$ cat src/rtl/fifo_rd_ctrl_if.sv
// fifo_rd_ctrl_if
// Groups the FIFO-macro side and the output-stream side of the read sequencer.
//   fifo_reset      : reset pulse to the FIFO macro (active-high)
//   fifo_empty      : FIFO EMPTY flag
//   fifo_read_req   : FIFO read enable
//   fifo_read_data  : FIFO data-out, valid one cycle after fifo_read_req
//   out_valid/out_ready/out_data : valid/ready output stream
//   busy            : high while the reset sequence is in progress
// master = the sequencer itself, slave = the FIFO macro plus the consumer.
interface fifo_rd_ctrl_if #(
  parameter int WIDTH = 8
) ();
  logic             fifo_reset;
  logic             fifo_empty;
  logic             fifo_read_req;
  logic [WIDTH-1:0] fifo_read_data;
  logic             out_valid;
  logic             out_ready;
  logic [WIDTH-1:0] out_data;
  logic             busy;

  modport master (
    output fifo_reset, fifo_read_req, out_valid, out_data, busy,
    input  fifo_empty, fifo_read_data, out_ready
  );

  modport slave (
    input  fifo_reset, fifo_read_req, out_valid, out_data, busy,
    output fifo_empty, fifo_read_data, out_ready
  );
endinterface

$ cat src/rtl/fifo_rd_ctrl.sv
// fifo_rd_ctrl
// Read-side sequencer for the dual-clock FIFO macro (read-clock domain only).
// After reset it holds the macro in reset for RST_CYCLES cycles, idles for
// RST_WAIT cycles, then drains the FIFO into a 2-entry buffer and presents it
// as a valid/ready stream, hiding the macro's one-cycle read latency.
// Ports:
//   clk   : FIFO read clock
//   reset : synchronous, active-high
//   bus   : fifo_rd_ctrl_if.master (FIFO macro side + output stream + busy)
module fifo_rd_ctrl #(
  parameter int WIDTH      = 8,
  parameter int RST_CYCLES = 5,
  parameter int RST_WAIT   = 4
) (
  input  logic           clk,
  input  logic           reset,
  fifo_rd_ctrl_if.master bus
);

  localparam int CNT_MAX = (RST_CYCLES > RST_WAIT) ? RST_CYCLES : RST_WAIT;
  localparam int CNT_W   = (CNT_MAX > 1) ? $clog2(CNT_MAX) : 1;
  localparam logic [CNT_W-1:0] HOLD_LAST = CNT_W'(RST_CYCLES - 1);
  localparam logic [CNT_W-1:0] WAIT_LAST = CNT_W'(RST_WAIT - 1);

  typedef enum logic [1:0] {
    ST_RST_HOLD,
    ST_RST_WAIT,
    ST_RUN
  } state_t;

  state_t           state;
  state_t           next_state;
  logic [CNT_W-1:0] cnt;

  logic             fifo_reset_q;
  logic             busy_q;
  logic             fifo_reset_d;
  logic             busy_d;
  logic             read_req;

  logic [1:0]       occ;
  logic [1:0]       occ_next;
  logic             inflight;
  logic             valid_q;
  logic [WIDTH-1:0] head;
  logic [WIDTH-1:0] tail;
  logic             pop;
  logic [2:0]       level_after_pop;

  // State register.
  always_ff @(posedge clk) begin
    if (reset) begin
      state <= ST_RST_HOLD;
    end else begin
      state <= next_state;
    end
  end

  // Phase counter: restarts on every state change and freezes in RUN.
  always_ff @(posedge clk) begin
    if (reset) begin
      cnt <= '0;
    end else if (next_state != state) begin
      cnt <= '0;
    end else if (state != ST_RUN) begin
      cnt <= cnt + CNT_W'(1);
    end
  end

  // Next-state logic.
  always_comb begin
    next_state = state;
    case (state)
      ST_RST_HOLD: if (cnt == HOLD_LAST) next_state = ST_RST_WAIT;
      ST_RST_WAIT: if (cnt == WAIT_LAST) next_state = ST_RUN;
      ST_RUN:      next_state = ST_RUN;
      default:     next_state = ST_RST_HOLD;
    endcase
  end

  // Output logic. fifo_reset/busy are computed from next_state so that the
  // registered copies line up exactly with the state they describe. The read
  // request counts the words already owed to the buffer (occ + inflight) net
  // of this cycle's pop; 3-bit math keeps the subtraction from wrapping.
  always_comb begin
    fifo_reset_d    = (next_state == ST_RST_HOLD);
    busy_d          = (next_state != ST_RUN);
    level_after_pop = {1'b0, occ} + {2'b00, inflight} - {2'b00, pop};
    read_req        = (state == ST_RUN) && !bus.fifo_empty && (level_after_pop < 3'd2);
  end

  // Registered status outputs.
  always_ff @(posedge clk) begin
    if (reset) begin
      fifo_reset_q <= 1'b1;
      busy_q       <= 1'b1;
    end else begin
      fifo_reset_q <= fifo_reset_d;
      busy_q       <= busy_d;
    end
  end

  assign pop      = valid_q & bus.out_ready;
  assign occ_next = occ + {1'b0, inflight} - {1'b0, pop};

  // Two-entry output buffer: head is presented directly, tail queues behind
  // it. A capture always has room because the issue rule never owes more
  // than two words; when capture and pop coincide the head advances and the
  // new word lands behind it.
  always_ff @(posedge clk) begin
    if (reset) begin
      occ      <= 2'd0;
      inflight <= 1'b0;
      valid_q  <= 1'b0;
      head     <= '0;
      tail     <= '0;
    end else begin
      inflight <= read_req;
      occ      <= occ_next;
      valid_q  <= (occ_next != 2'd0);
      case ({inflight, pop})
        2'b10: begin
          if (occ == 2'd0) head <= bus.fifo_read_data;
          else             tail <= bus.fifo_read_data;
        end
        2'b01: begin
          if (occ == 2'd2) head <= tail;
        end
        2'b11: begin
          if (occ == 2'd1) begin
            head <= bus.fifo_read_data;
          end else begin
            head <= tail;
            tail <= bus.fifo_read_data;
          end
        end
        default: ;
      endcase
    end
  end

  assign bus.fifo_reset    = fifo_reset_q;
  assign bus.busy          = busy_q;
  assign bus.fifo_read_req = read_req;
  assign bus.out_valid     = valid_q;
  assign bus.out_data      = head;

endmodule

$ cat src/flat_wrapper.sv
// flat-port wrapper written by rule: the top's interface ports become plain ports
module fifo_rd_ctrl_flat 
#(
  parameter int WIDTH      = 8,
  parameter int RST_CYCLES = 5,
  parameter int RST_WAIT   = 4
)
  (clk, reset, bus_fifo_reset, bus_fifo_read_req, bus_out_valid, bus_out_data, bus_busy, bus_fifo_empty, bus_fifo_read_data, bus_out_ready);
  fifo_rd_ctrl_if #(.WIDTH(WIDTH)) bus_i ();
  input  logic clk;
  input  logic reset;
  output wire logic [$bits(bus_i.fifo_reset)-1:0] bus_fifo_reset;
  output wire logic [$bits(bus_i.fifo_read_req)-1:0] bus_fifo_read_req;
  output wire logic [$bits(bus_i.out_valid)-1:0] bus_out_valid;
  output wire logic [$bits(bus_i.out_data)-1:0] bus_out_data;
  output wire logic [$bits(bus_i.busy)-1:0] bus_busy;
  input wire logic [$bits(bus_i.fifo_empty)-1:0] bus_fifo_empty;
  input wire logic [$bits(bus_i.fifo_read_data)-1:0] bus_fifo_read_data;
  input wire logic [$bits(bus_i.out_ready)-1:0] bus_out_ready;
  assign bus_fifo_reset = bus_i.fifo_reset;
  assign bus_fifo_read_req = bus_i.fifo_read_req;
  assign bus_out_valid = bus_i.out_valid;
  assign bus_out_data = bus_i.out_data;
  assign bus_busy = bus_i.busy;
  assign bus_i.fifo_empty = bus_fifo_empty;
  assign bus_i.fifo_read_data = bus_fifo_read_data;
  assign bus_i.out_ready = bus_out_ready;
  fifo_rd_ctrl #(.WIDTH(WIDTH), .RST_CYCLES(RST_CYCLES), .RST_WAIT(RST_WAIT)) u_core (.clk(clk), .reset(reset), .bus(bus_i));
endmodule
$ cat config.mk
export PLATFORM = sky130hd
export DESIGN_NAME = fifo_rd_ctrl_flat
export DESIGN_NICKNAME = d
export VERILOG_FILES = /design/src/rtl/fifo_rd_ctrl_if.sv /design/src/rtl/fifo_rd_ctrl.sv /design/src/flat_wrapper.sv
export SDC_FILE = /design/constraint.sdc
export NUM_CORES = 1
export LEC_CHECK = 0
export ABC_AREA = 1
export CORE_MARGIN = 1
export CORE_UTILIZATION = 50
export DETAILED_ROUTE_END_ITERATION = 12
export GPL_ROUTABILITY_DRIVEN = 0
export HOLD_SLACK_MARGIN = 0.05
export PLACE_DENSITY = 0.77
export SLEW_MARGIN = 20
export SYNTH_ARGS = -nofsm -noshare
export SYNTH_HDL_FRONTEND = slang
export SYNTH_SLANG_ARGS = --single-unit
$ cat constraint.sdc
create_clock -name clk -period 3.9 [get_ports clk]
set_clock_uncertainty 0.2 [all_clocks]
set_input_delay 0.585 -clock clk [delete_from_list [all_inputs] [get_ports clk]]
set_output_delay 0.585 -clock clk [all_outputs]
set_load 0.01 [all_outputs]
* Word level (Yosys, flattened, before mapping) *
Cells that the tools add are included.

word-level totals
  latch bits = 0
  logic and storage cells = 54
  RAM bits = 0
  output and inout bits = 12
  register bits after elaboration = 27
  memories = 0
  bits of input ports = 12
  memory bits (read-only) = 0

cells by class
  add/subtract/negate cells = 5
  multipliers = 0
  reductions and logical operators = 12
  muxes and demuxes = 10
  equal/unequal tests = 16
  bitwise gates (word level) = 1
  order comparisons = 1
  shift operators = 0
  div/mod/pow operators = 0

operator list
  operator               count
  $mux W8                5
  $pmux W8 S3            1
  $pmux W8 S2            1
  $eq A2 B2 Y1 const B   4
  $ne A2 B2 Y1 const B   4
  $eq A2 B1 Y1 const B   3
  $logic_not A2 Y1       3
  $pmux W2 S3            1
  $reduce_and A3 Y1      2
  $mux W2                2
  $ne A2 B1 Y1 const B   2
  $reduce_bool A2 Y1     2
  $add A2 B1 Y3          1
  $add A3 B1 Y3 const B  1
  $eq A3 B2 Y1 const B   1
  $eq A3 B3 Y1 const B   1
  $lt A3 B2 Y1 const B   1
  $reduce_bool A3 Y1     1
  $sub A3 B1 Y3          1
  $add A2 B1 Y2          1
  $logic_and A1 B1 Y1    2
  $ne A2 B2 Y1           1
  $reduce_or A2 Y1       1
  $sub A2 B1 Y2          1
  2 further kinds        2

* Longest topological paths before layout *
Gate-level depths: netlist (run 1).

  depth after elaboration = 5
  gate-level depth with buffers = 9

* Worst setup path after synthesis (run 1) *
No wires, ideal clock.

  path kind = input -> output
  from = in bus_out_ready
  to = out bus_fifo_read_req
  stages = 9
  arrival time = 2,373 ps
  required time = 3,115 ps
  path slack = 742 ps
  cells stage by stage = nand2_1 inv_1 buf_2 ha_1 inv_1 ha_1 fa_1 or2_2 nor3_1

between the ends
  cells in the longest elaborated chain, start to end = 4

RTL lines
  element                        RTL line             RTL
  start, declared                flat_wrapper.sv:19   input wire logic [$bits(bus_i.out_ready)-1:0] bus_out_ready;
  $and A1 B1 Y1                  fifo_rd_ctrl.sv:103  assign pop = valid_q & bus.out_ready;
  $sub A3 B1 Y3                  fifo_rd_ctrl.sv:88   level_after_pop = {1'b0, occ} + {2'b00, inflight} - {2'b00, pop};
  via u_core.level_after_pop[1]  fifo_rd_ctrl.sv:48   logic [2:0] level_after_pop;
  $lt A3 B2 Y1                   fifo_rd_ctrl.sv:89   read_req = (state == ST_RUN) && !bus.fifo_empty && (level_after_pop < 3'd2);
  $logic_and A1 B1 Y1            fifo_rd_ctrl.sv:89
  end, declared                  flat_wrapper.sv:13   output wire logic [$bits(bus_i.fifo_read_req)-1:0] bus_fifo_read_req;

The timed path passes the listed nets, and every way through them passes these cells.

* Worst setup path after layout (run 1) *
Ends and elaborated chain as after synthesis.

==> results.ini, run 1 <==
[worst_setup_path]
cp_top_family=adder cells
path_cells=clkdlybuf4s50_1 > nand2_1 > inv_1 > ha_1 > inv_1 > ha_1 > fa_1 > or2_2 > nor3_1 > dlygate4sd2_1
r2r-end=u_core.inflight
end_kind=primary output
cp_max_fo=2
setup.worst_path.class=primary input to primary output
timing.critical_path.buf_inv=4
crit-reg2reg-launch=u_core.occ[0]
cp_slowest_cell=fa_1
slowest_delay_ns=0.45
cp-start-kind=primary input
rr_worst_depth=7
r2r_slack_ns=1.69
crit_arrival_ns=2.82
cp_data_required_time_ns=3.12

[timing]
drv_slew=0
finalCritPeriodShare=0.925
layout_min_cycle_time_ns=3.61
tns_ns=0
hold_violations=0
setup_viol=0
relSlewSlack=0.681
whs_ns=0.316
setup_ws_ns=0.291
fmax_mhz=277
max_slew.worst_pin.slew_ns=0.477
grt_setup_unrepaired=false

[clocking]
htree_levels=1
clock-sinks=27
clk_pin_slew_ns=0.15
cts_hold_buf=0
cts_tree=done
root_buffer=clkbuf_4
post_cts_buffers=0
clock_path_buffers=2
clock_latency_ns=0.33
cts_made_buffers=3

[yosys]
synth_top_area_share=0.409
synth_area_leaders=dfxtp_1, inv_1, nand3_1
ys_seq_area_frac=0.409
syn_area_per_cell_sq_um=7.03
synthesis.nets=206
synth-async-reset-ratio=0
netlist_instances=188
syn_area_sq_um=1320
ys_ff_latch=27
synth.largest_area_cell=dfxtp_1
synth_cell_type_count=23
synth_edf_count=0
yosys_warnings=0
synth_flop_cell=dfxtp_1

[global_route]
grt_max_degree=20
antenna_found_initial=0
grt_pass1_vias=1076
grt_pass1_wl_mm=4.35
grt_overflow=0
track_usage=0.213

[job]
cap_violations=0

[floorplanning]
die-width_microns=53.4
start_util=0.533
rows=18
core-area_sq_um=2480
die_y_microns=53.4
dieArea_sq_um=2850
ioPinCount=24

[placed_design]
dp_hpwl_mm=2.05
place_inst=237
pre_cts_slack_ns=0.00461
portBuffers=23
place_area_sq_um=1570

[layout]
antennaDiodeCount=0
final_cell_area_sq_um=1600
layout_common_cells=inv_1, nand2_1, nand3_1, dfxtp_1, clkdlybuf4s50_1
final_common_cell=inv_1
drive_gt1_frac=0.0758
nNetsFinal=230
fillers=231
area_growth_pct=21.0
fin_cells=241
final_util=0.645

[routing]
drt-pass1-iter-count=4
vias=1184
drc=0
drtIter0Drc=6
avgRoutedWirePerCell_microns=10.9
postRouteWirelength_mm=2.62
ant_nets=0
viasPerCell=4.91

[status]
status=finished, final reports clean

[hold_path]
whs_endpoint=u_core.cnt[2]
worstHoldStart=u_core.cnt[2]
min_delay_path_depth=2
hold_path_class=flop to flop

[power]
powerDensity_nw_per_um2=371
p_total_mw=0.593
leakagePower_nw=0.738
ir_worst_vdd_v=0.000319

## logic make-up (layout without fill, tap and decap cells)
group / count (synthesis) / count (layout) / synth area share
buffers and inverters: 47 / 70 / 0.142
adder cells (fa/ha/maj): 6 / 6 / 0.0625
AO/OA/AOI/OAI: 23 / 23 / 0.0900
flip-flops: 27 / 27 / 0.409
XOR/XNOR: 2 / 2 / 0.0133
AND/OR/NAND/NOR: 83 / 83 / 0.283
## how the worst max path moves through the flow
stage / start / end / slack, ns / cells past startpoint
after floorplan: bus_out_ready / bus_fifo_read_req / 0.74 / 9
after global placement: bus_out_ready / bus_fifo_read_req / 0.04 / 10
after detailed placement: bus_out_ready / bus_fifo_read_req / 0.005 / 10
after CTS: bus_out_ready / bus_fifo_read_req / 0.28 / 10
after global routing: bus_out_ready / bus_fifo_read_req / 0.16 / 10
final: bus_out_ready / bus_fifo_read_req / 0.29 / 10
## state kept, by name, indices dropped and copies added (netlist names)
signal,cells
u_core.bus.out_data,8
u_core.tail,8
u_core.cnt,3
u_core.occ,2
u_core.state,2
u_core.bus.busy,1
u_core.bus.fifo_reset,1
u_core.bus.out_valid,1
u_core.inflight,1
## per-layer routing
metal  share of wire  track usage  vias up
li1                -            -      628
met1            0.45        0.231      524
met2            0.49        0.390       25
met3           0.033       0.0345        7
met4           0.025        0.110        0
met5               0            0        -
## cells in the mapped netlist, types with 2 or more instances
master	instances
ha_1	5
nand2_2	3
inv_1	38
o21ai_0	3
a21oi_1	19
inv_2	3
buf_2	3
nand2_1	34
or2_2	2
clkbuf_1	2
dfxtp_1	27
nand3_1	28
nor2_1	11
## worst register-to-register path: cells and delay by family (launching register included)
family / cells / cell delay [ns]
buf+inv: 2 / 0.10
simple gates: 2 / 0.51
fa+ha+maj: 3 / 0.89
flops: 1 / 0.44
## report_power, final
group / total (mW) / internal, mW / leakage (nW) / switching [mW]
Clock: 0.124 / 0.0393 / 0.0139 / 0.0843
Sequential: 0.310 / 0.297 / 0.219 / 0.0131
Combinational: 0.159 / 0.0709 / 0.505 / 0.0882
Total: 0.593 / 0.407 / 0.738 / 0.186
## what timing repair did
item	4_1_cts	5_1_grt
resized for setup	1	0
hold endpoints to repair	0	0
setup endpoints to repair	1	0
## layout make-up
cell class	count	area, sq um	area share
clock inverters	1	7.51	0.00469
multi-input cells	114	593	0.371
flip-flops and latches	27	541	0.338
well taps	30	37.5	0.0235
clock buffers	3	22.5	0.0141
repair buffers	25	244	0.153
inverters	41	154	0.0962
(Power assumes the default switching activity.)
==> run 2, diff against run 1 <==
--- a/config.mk
+++ b/config.mk
@@ -12,7 +12,6 @@
 export GPL_ROUTABILITY_DRIVEN = 0
 export HOLD_SLACK_MARGIN = 0.05
 export PLACE_DENSITY = 0.77
-export SLEW_MARGIN = 20
 export SYNTH_ARGS = -nofsm -noshare
 export SYNTH_HDL_FRONTEND = slang
 export SYNTH_SLANG_ARGS = --single-unit
==> constraint.sdc (replaced) <==
create_clock -name clk -period 3.9 [get_ports clk]
set_clock_uncertainty 0.2 [all_clocks]
set_input_delay 0.585 -clock clk [delete_from_list [all_inputs] [get_ports clk]]
set_output_delay 0.585 -clock clk [all_outputs]
set_load 0.005 [all_outputs]
==> run 2 against run 1 <==
Hold slack worse by 0.0081 ns. Via count is 0.84% lower. Clock-buffer cell count stayed put.
==> results.ini, run 2 (synthesis results as in run 1) <==
[clocking]
cts_hold_buf=0
clock_path_buffers=2
cts_tree=done
root_buffer=clkbuf_4
cts_resized=0
htree_levels=1
clk_pin_slew_ns=0.15
clock-sinks=27
post_cts_buffers=0
clock_latency_ns=0.33
cts_made_buffers=3

[layout]
fin_cells=241
nNetsFinal=230
area_growth_pct=21.7
antennaDiodeCount=0
drive_gt1_frac=0.0806
final_common_cell=inv_1
layout_common_cells=inv_1, nand2_1, nand3_1, dfxtp_1, clkdlybuf4s50_1
final_util=0.649
final_cell_area_sq_um=1610

[power]
power_frac_seq=0.529
switching_share=0.307
leakagePower_nw=0.752
intPower_mw=0.407
pwr-share-comb=0.262
p_sw_mw=0.180
ir_worst_vdd_v=0.000281
p_total_mw=0.587
clockPowerShare=0.209
powerDensity_nw_per_um2=365

[timing]
hold_violations=0
max_slew.worst_pin.slew_ns=0.466
tns_ns=0
layout_min_cycle_time_ns=3.46
setup_viol=0
fmax_mhz=289
setup_ws_ns=0.440
finalCritPeriodShare=0.887
relSlewSlack=0.688
grt_setup_unrepaired=false
drv_slew=0
whs_ns=0.308

[routing]
drt-pass1-iter-count=4
avgRoutedWirePerCell_microns=10.6
vias=1174
drtIter0Drc=14
ant_nets=0
viasPerCell=4.87
drc=0
postRouteWirelength_mm=2.55

[global_route]
track_usage=0.204
grt_pass1_vias=1077
antenna_found_initial=0
grt_max_degree=20
grt_overflow=0
grt_pass1_wl_mm=4.23

[status]
status=finished, final reports clean

[floorplanning]
die-width_microns=53.4
rows=18
core-area_sq_um=2480
ioPinCount=24
dieArea_sq_um=2850
die_y_microns=53.4
start_util=0.533

[worst_setup_path]
rr_worst_depth=7
cp_max_fo=2
cp-startpoint=bus_out_ready
cp-endpoint=bus_fifo_read_req
r2r_slack_ns=1.68
end_kind=primary output
crit-reg2reg-launch=u_core.occ[0]
setup.worst_path.class=primary input to primary output
cp_data_required_time_ns=3.12
cp-start-kind=primary input
r2r-end=u_core.inflight
crit_arrival_ns=2.67

[placed_design]
place_inst=237
place_area_sq_um=1570
dp_hpwl_mm=2.03
pre_cts_slack_ns=0.0206
portBuffers=23

[hold_path]
hold_path_class=flop to flop

[job]
cap_violations=0

## run 2: cell types whose count changed in the layout (fill, tap and decap cells not counted), sizes merged
cell and change:
dlymetal6s2s +1, dlygate4sd2 -1
## run 2: critical path: stages
cell             delay (ns)
clkdlybuf4s50_1        0.40
nand2_1                0.08
inv_1                  0.06
ha_1                   0.27
inv_1                  0.04
ha_1                   0.17
fa_1                   0.45
or2_2                  0.31
nor3_2                 0.17
dlymetal6s2s_1         0.14
## run 2: routing by layer
metal  vias up  wire length [microns]  GRT usage
li1        627                      -          -
met1       527                   1150      0.224
met2        16                   1320      0.369
met3         4                     62     0.0345
met4         0                     26      0.105
met5         -                      0          0
## run 2: worst min-delay path by stage
stage	start	endpoint	cells after the start
after CTS	u_core.tail[0]	u_core.tail[0]	2
final	u_core.tail[0]	u_core.tail[0]	2
after detailed placement	u_core.tail[0]	u_core.tail[0]	2
after floorplan	u_core.tail[0]	u_core.tail[0]	2
after global routing	u_core.tail[3]	u_core.tail[3]	2
after global placement	u_core.tail[0]	u_core.tail[0]	2
## run 2: final cells by class
class	count	area, sq um
fillers	224	870
multi-input cells	114	598
flip-flops and latches	27	541
repair buffers	25	248
inverters	41	154
well taps	30	37.5
clock buffers	3	22.5
clock inverters	1	7.51
## run 2: power groups by stage
stage | combinational (mW) | clock, mW | sequential (mW)
after floorplan | 0.100 | 0 | 0.316
after global placement | 0.147 | 0 | 0.315
after detailed placement | 0.153 | 0 | 0.317
after CTS | 0.154 | 0.128 | 0.311
after global routing | 0.178 | 0.137 | 0.313
final | 0.154 | 0.123 | 0.310
==> run 3, diff against run 2 <==
==> constraint.sdc (replaced) <==
create_clock -name clk -period 3.5 [get_ports clk]
set_clock_uncertainty 0.2 [all_clocks]
set_input_delay 0.525 -clock clk [delete_from_list [all_inputs] [get_ports clk]]
set_output_delay 0.525 -clock clk [all_outputs]
set_load 0.005 [all_outputs]
==> run 3 against run 2 <==
Hold slack worse by 0.0021 ns. Wire length increased by 7.9%. Die area is the same. Critical endpoint unchanged. Flip-flop and latch count is the same. Critical path type unchanged. Cell area stayed put. Via count up 3.9%. Critical path depth unchanged. Global-route usage up 2.3 points. Sequential power grew 12%. Combinational power grew 14%.
==> results.ini, run 3 (synthesis results as in run 1) <==
[status]
status=finished, final reports clean

[routing]
viasPerCell=5.04
drtIter0Drc=22
drt-pass1-iter-count=5
avgRoutedWirePerCell_microns=11.4
vias=1220
ant_nets=0
drc=0
postRouteWirelength_mm=2.75

[worst_setup_path]
slowest_delay_ns=0.45
end_kind=primary output
cp-startpoint=bus_out_ready
r2r-end=u_core.inflight
cp-endpoint=bus_fifo_read_req
crit_arrival_ns=2.59
cp-start-kind=primary input
path_cells=clkdlybuf4s50_1 > nand2_1 > inv_1 > ha_1 > inv_1 > ha_1 > fa_1 > or2_2 > nor3_2 > clkbuf_2
r2r_slack_ns=1.23
cp_data_required_time_ns=2.77
rr_worst_depth=7
setup.worst_path.class=primary input to primary output
crit-reg2reg-launch=u_core.occ[0]
cp_max_fo=2
cp_slowest_cell=fa_1

[power]
p_total_mw=0.666
power_frac_seq=0.519
intPower_mw=0.455
clockPowerShare=0.217
ir_worst_vdd_v=0.000332
powerDensity_nw_per_um2=414
pwr-share-comb=0.264
leakagePower_nw=0.739
switching_share=0.317
p_sw_mw=0.211

[placed_design]
dp_hpwl_mm=2.08
portBuffers=23
pre_cts_slack_ns=-0.255
place_area_sq_um=1580

[timing]
finalCritPeriodShare=0.948
grt_setup_unrepaired=false
setup_ws_ns=0.180
max_slew.worst_pin.slew_ns=0.477
hold_violations=0
tns_ns=0
fmax_mhz=301
layout_min_cycle_time_ns=3.32
setup_viol=0
relSlewSlack=0.681
drv_slew=0

[layout]
area_growth_pct=21.7
multiInputGateArea_sq_um=598
regArea_sq_um=541
final_util=0.649
final_cell_area_sq_um=1610
layout_common_cells=inv_1, nand2_1, nand3_1, dfxtp_1, clkdlybuf4s50_1
final_common_cell=inv_1
nNetsFinal=231
fillers=224
drive_gt1_frac=0.0896
antennaDiodeCount=0

[clocking]
cts_made_buffers=3
clock_path_buffers=2
clk_pin_slew_ns=0.16
cts_tree=done
post_cts_buffers=0
clock-sinks=27
root_buffer=clkbuf_4
htree_levels=1
clock_latency_ns=0.34
cts_hold_buf=0

[hold_path]
hold_path_class=flop to flop

[global_route]
grt_max_degree=19
antenna_found_initial=0
grt_pass1_vias=1095
grt_pass1_wl_mm=4.62
grt_overflow=0
track_usage=0.227

[job]
cap_violations=0

[floorplanning]
rows=18
start_util=0.533
dieArea_sq_um=2850
die-width_microns=53.4
die_y_microns=53.4
core-area_sq_um=2480
ioPinCount=24

[run 3: layout make-up]
type,instances,area share
Inverter,41,0.0957
Timing Repair Buffer,26,0.154
Clock inverter,1,0.00467
Sequential cell,27,0.336
Tap cell,30,0.0233
Clock buffer,3,0.0140
Multi-Input combinational cell,114,0.372
[run 3: how the worst min path moves through the flow]
stage,end,cells after the start,startpoint
2_1_floorplan,u_core.tail[0],2,u_core.tail[0]
3_3_place_gp,u_core.tail[0],2,u_core.tail[0]
3_5_place_dp,u_core.tail[0],2,u_core.tail[0]
4_1_cts,u_core.tail[0],2,u_core.tail[0]
5_1_grt,u_core.tail[0],2,u_core.tail[0]
6_report,u_core.tail[0],2,u_core.tail[0]
[run 3: what timing repair did]
action,CTS,global route
endpoints found under the hold margin,0,0
setup endpoints to repair,1,1
gates cloned,0,0
gates resized for setup,1,3
[run 3: worst max-delay path, delay by kind of cell]
family / cells / cell delay, ns
buf+inv: 4 / 0.63
simple gates: 3 / 0.55
fa+ha+maj: 3 / 0.90
[run 3: power groups by stage]
| stage | clock, mW | combinational [mW] | sequential (mW) |
|---|---|---|---|
| finish | 0.144 | 0.176 | 0.346 |
| global route | 0.158 | 0.202 | 0.349 |
| CTS | 0.145 | 0.176 | 0.346 |
| detailed placement | 0 | 0.173 | 0.353 |
| global placement | 0 | 0.165 | 0.351 |
| floorplan | 0 | 0.112 | 0.352 |
[run 3: per-layer routing]
layer	vias to the layer above	track usage	part of all wire
met4	0	0.0921	0.012
li1	630	-	-
met2	29	0.417	0.52
met3	4	0.0345	0.033
met5	-	0	0
met1	557	0.254	0.44
[run 3: metrics by stage]
| stage | std cells | hold WS (ns) |
|---|---|---|
| floorplan | 188 | 0.252 |
| global placement | 238 | 0.262 |
| detailed placement | 238 | 0.270 |
| CTS | 242 | 0.306 |
| global route | 242 | 0.342 |
| finish | 242 | 0.306 |
